$ cat src/rtl/commit_arbiter.sv
// Round-robin writeback arbiter: picks one execution-unit result per cycle and registers it toward the register file.
// Optional contention counter (perf_conflicts) is built only when COMMIT_ARB_PERF_EN is defined.

package core_config_pkg;
  localparam int XLEN       = 32;
  localparam int REG_ADDR_W = 5;
endpackage

module commit_arbiter
  import core_config_pkg::*;
#(
  parameter int NUM_REQ = 4
) (
  input  logic                         clk,
  input  logic                         rst_n,
  input  logic [NUM_REQ-1:0]           req_valid,
  input  logic [NUM_REQ*REG_ADDR_W-1:0] req_rd,
  input  logic [NUM_REQ*XLEN-1:0]      req_data,
  output logic [NUM_REQ-1:0]           req_ready,
  input  logic                         flush,
  output logic                         wb_write,
  output logic [REG_ADDR_W-1:0]        wb_address,
  output logic [XLEN-1:0]              wb_data
`ifdef COMMIT_ARB_PERF_EN
  ,
  output logic [31:0]                  perf_conflicts
`endif
);

  localparam int IDX_W = (NUM_REQ > 1) ? $clog2(NUM_REQ) : 1;

  logic [IDX_W-1:0]      last_grant;
  logic [IDX_W-1:0]      grant_idx;
  logic [IDX_W-1:0]      cand;
  logic [NUM_REQ-1:0]    grant_oh;
  logic                  found;
  logic                  xfer;
  logic [REG_ADDR_W-1:0] sel_rd;
  logic [XLEN-1:0]       sel_data;

  // Search starts one past the last winner and wraps, so a waiting requester is served within NUM_REQ-1 cycles.
  always_comb begin
    grant_oh  = '0;
    grant_idx = '0;
    found     = 1'b0;
    cand      = '0;
    for (int off = 1; off <= NUM_REQ; off++) begin
      cand = IDX_W'((int'(last_grant) + off) % NUM_REQ);
      if (!found && req_valid[cand]) begin
        found          = 1'b1;
        grant_oh[cand] = 1'b1;
        grant_idx      = cand;
      end
    end
  end

  assign req_ready = (rst_n && !flush) ? grant_oh : '0;
  assign xfer      = |req_ready;
  assign sel_rd    = req_rd[int'(grant_idx)*REG_ADDR_W +: REG_ADDR_W];
  assign sel_data  = req_data[int'(grant_idx)*XLEN +: XLEN];

  always_ff @(posedge clk or negedge rst_n) begin
    if (!rst_n) begin
      last_grant <= IDX_W'(NUM_REQ - 1);
      wb_write   <= 1'b0;
      wb_address <= '0;
      wb_data    <= '0;
    end else if (xfer) begin
      last_grant <= grant_idx;
      // x0 writes still consume the grant but never reach the register file.
      wb_write   <= (sel_rd != '0);
      wb_address <= sel_rd;
      wb_data    <= sel_data;
    end else begin
      wb_write   <= 1'b0;
    end
  end

`ifdef COMMIT_ARB_PERF_EN
  always_ff @(posedge clk or negedge rst_n) begin
    if (!rst_n) begin
      perf_conflicts <= '0;
    end else if (!flush && ($countones(req_valid) >= 2)) begin
      perf_conflicts <= perf_conflicts + 32'd1;
    end
  end
`endif

endmodule

$ cat config.mk
export PLATFORM = sky130hd
export DESIGN_NAME = commit_arbiter
export DESIGN_NICKNAME = d
export VERILOG_FILES = /design/src/rtl/commit_arbiter.sv
export SDC_FILE = /design/constraint.sdc
export NUM_CORES = 1
export LEC_CHECK = 0
export CORE_MARGIN = 10
export CORE_UTILIZATION = 39
export DETAILED_ROUTE_END_ITERATION = 8
export PLACE_DENSITY = 0.85
export SYNTH_ARGS = -nofsm -noshare
export SYNTH_HDL_FRONTEND = slang
export SYNTH_SLANG_ARGS = --single-unit
$ cat constraint.sdc
create_clock -name clk -period 4.9 [get_ports clk]
set_clock_uncertainty 0.15 [all_clocks]
set_input_delay 0.98 -clock clk [delete_from_list [all_inputs] [get_ports clk]]
set_output_delay 0.98 -clock clk [all_outputs]
set_load 0.005 [all_outputs]
==> flow_summary.toml <==
[sta]
max_clock_freq_mhz = 208
timing.final.hold_violations = 0
final_critical_period_ps = 4800
rsz0062_at_grt = "false"
finalCritPeriodShare = 0.980
worst_slew_pin_tran_ps = 743
finalHoldWorstSlack_ps = 367
report.final.slew_viol_count = 0
final_setup_fails = 0
maxSlewHeadroom = 0.504
fin_tns_setup_ps = 0

[synth]
yosys.area.top_type = "sky130_fd_sc_hd__mux2i_1"
number_of_distinct_library_cells_after_synthesis = 40
synth.top_cells.by_area = "sky130_fd_sc_hd__mux2i_1 (33%), sky130_fd_sc_hd__dfrtp_1 (28%), sky130_fd_sc_hd__mux2_4 (17%)"
top_flip_flop_cell_by_instance_count_after_synthesis = "sky130_fd_sc_hd__dfrtp_1"
mean_post_synth_cell_area_um2 = 11.6
yosys_warnings = 0
ys_ff_latch = 40
synth-edff-count = 0
synth_top_cell_area_share = 0.326
yosys-top-cells-count = "sky130_fd_sc_hd__mux2i_1 (112), sky130_fd_sc_hd__mux2_4 (39), sky130_fd_sc_hd__dfrtp_1 (38)"
ys_async_sr_fraction = 1.00
synth.yosys.seq_area_share = 0.292
syn-instance-count = 296
synth.cell_area_mm2 = 0.00344
syn-num-nets = 459
most_numerous_cell_in_the_yosys_netlist = "sky130_fd_sc_hd__mux2i_1"

[place]
numPlacedInstances = 587
dpl.hpwl_mm = 9.54
post_dp_cell_area_mm2 = 0.00552
gp_congestion = 0.841
place.port_buffers = 196

[clock_network]
clock_latency_ps = 290
clock_tree.buffer_depth = 2
cts_tree = "done"
cts.clk_slew.worst_paths_ps = 80
clock_sink_count = 40
clock_tree.root_cell = "sky130_fd_sc_hd__clkbuf_8"
cts-htree-levels = 2
number_of_gates_resized_after_cts = 0
hold_buffer_count_at_cts = 0
numCtsBuffers = 5
postCtsSetupRepairBufs = 0

[global_route]
global_route.usage.met2 = 0.303
globalRouteTotalUtil = 0.167
initial_antenna_violation_count = 0
number_of_global_route_vias_before_repair = 3426
global_route.usage.met3 = 0.0682
globalRouteMet1Util = 0.177
global_route.overflow_total = 0
grt_pass1_wl_mm = 17.7
largest_net_degree_at_the_start_of_global_routing = 46
gr-max-usage-layer = "met2"

[drt]
drt_iter0_drc = 151
num_vias = 3149
antenna_violating_nets_post_route = 0
post_detailed_route_wirelength_per_cell_um = 19.5
viasPerCell = 5.29
drc = 0
routed_wl_mm = 11.6
firstDrtPassIters = 5

[power]
power.density_cell_area_mw_per_mm2 = 557
total_leakage_power_nw = 2.48
vdd_ir_drop_max_mv = 0.384

[floorplan]
design.die.area_mm2 = 0.0130
floorplan.io_pins = 197
die_h_um = 114
floorplan.initialDensity = 0.398
die_w_um = 114
fp.coreArea_mm2 = 0.00864
rows = 34

[layout]
insertedDiodeCount = 0
finish.cell_count_without_fillers = 595
postLayoutCellArea_mm2 = 0.00563
final_nets = 649
area_delta_synth_final_pct = 63.8
drive_gt1_frac = 0.133

[run]
maxCapViolations = 0

[run_status]
status = "finished clean"

[critical_path]
worst-endpoint-arrival_ps = 3670
critical_path.startpoint_type = "input port"
worstSetupEndpointType = "output pin"
timing.critical_path.fanout_max = 12
worstSetupPathType = "input port to output pin"
worst-endpoint-required_ps = 3770

[hold_path]
worstHoldPathType = "register to register"
## power breakdown
| group | leakage, nW | internal [W] | switching [W] | total, W |
|---|---|---|---|---|
| clock network | 0.0552 | 0.000151 | 0.000114 | 0.000265 |
| registers | 0.469 | 0.000512 | 0.000132 | 0.000644 |
| logic | 1.95 | 0.00129 | 0.000929 | 0.00222 |
| total | 2.48 | 0.00196 | 0.00118 | 0.00313 |
## critical path: stages
cell and delay (ps):
sky130_fd_sc_hd__clkdlybuf4s50_1 590, sky130_fd_sc_hd__mux4_2 600, sky130_fd_sc_hd__or3_1 400, sky130_fd_sc_hd__a222oi_1 530
sky130_fd_sc_hd__nor2_1 100, sky130_fd_sc_hd__clkdlybuf4s50_1 480
## cells in the final DEF (no fill, tap or decap), drive strengths merged, types with 2 or more instances in the layout
cell type | Yosys | final
a221oi | 2 | 2
mux2 | 40 | 40
inv | 7 | 7
mux4 | 2 | 2
buf | 9 | 12
mux2i | 112 | 112
clkbuf | 15 | 6
nand2 | 4 | 4
a222oi | 3 | 3
nor4b | 2 | 2
nor2 | 8 | 8
a211oi | 3 | 3
clkdlybuf4s50 | 0 | 195
nand3 | 3 | 3
nand4 | 2 | 2
and4 | 2 | 2
dfstp | 2 | 2
or4 | 2 | 2
or3 | 2 | 2
dfrtp | 38 | 38
nor2b | 3 | 3
ha | 8 | 8
nor3 | 4 | 4
o21ai | 9 | 9
## registers in the layout (all words and copies together) (netlist names)
| name | count |
|---|---|
| wb_address | 5 |
| wb_data | 32 |
| last_grant | 2 |
| wb_write | 1 |
## cell type report
type	count	area, µm²
fill	700	3010
multi-input combinational	225	2300
timing repair buffer	207	2050
sequential	40	1000
tap	108	135
clock buffer	6	72.6
clock inverter	2	35.0
inverter	7	26.3
## kinds of logic after synthesis
kind of cell,after synthesis,synth area share
mux,154,0.514
fa+ha+maj,8,0.0291
buf+inv,31,0.0462
compound gates,25,0.0554
flops,40,0.292
simple gates,38,0.0630
## stage by stage
step,worst slack (ps),total power (W),utilization
floorplan,1290,0.00207,-
global placement,232,0.00281,0.639
detailed placement,157,0.00288,0.639
CTS,143,0.00316,0.652
global route,0.373,0.00333,0.652
finish,98.2,0.00313,0.652
## path summary, 6_finish.rpt
kind                               start            end  slack, ps  cells after the start
setup reg to reg           last_grant[0]     wb_data[4]        880                      9
min in group asynchronous          rst_n    wb_data[19]        680                      2
hold reg to reg               wb_data[0]     wb_data[0]        370                      1
max in group asynchronous          rst_n  last_grant[0]       3540                      2
setup / recovery            req_valid[2]   req_ready[2]        100                      6
hold / removal                wb_data[0]     wb_data[0]        370                      1
## metal layers
metal | routed length, µm | up-vias
met1 | 4310 | 1511
li1 | - | 1491
met3 | 1050 | 10
met2 | 6130 | 137
met4 | 110 | 0
met5 | 0 | -
(Power assumes the default switching activity.)
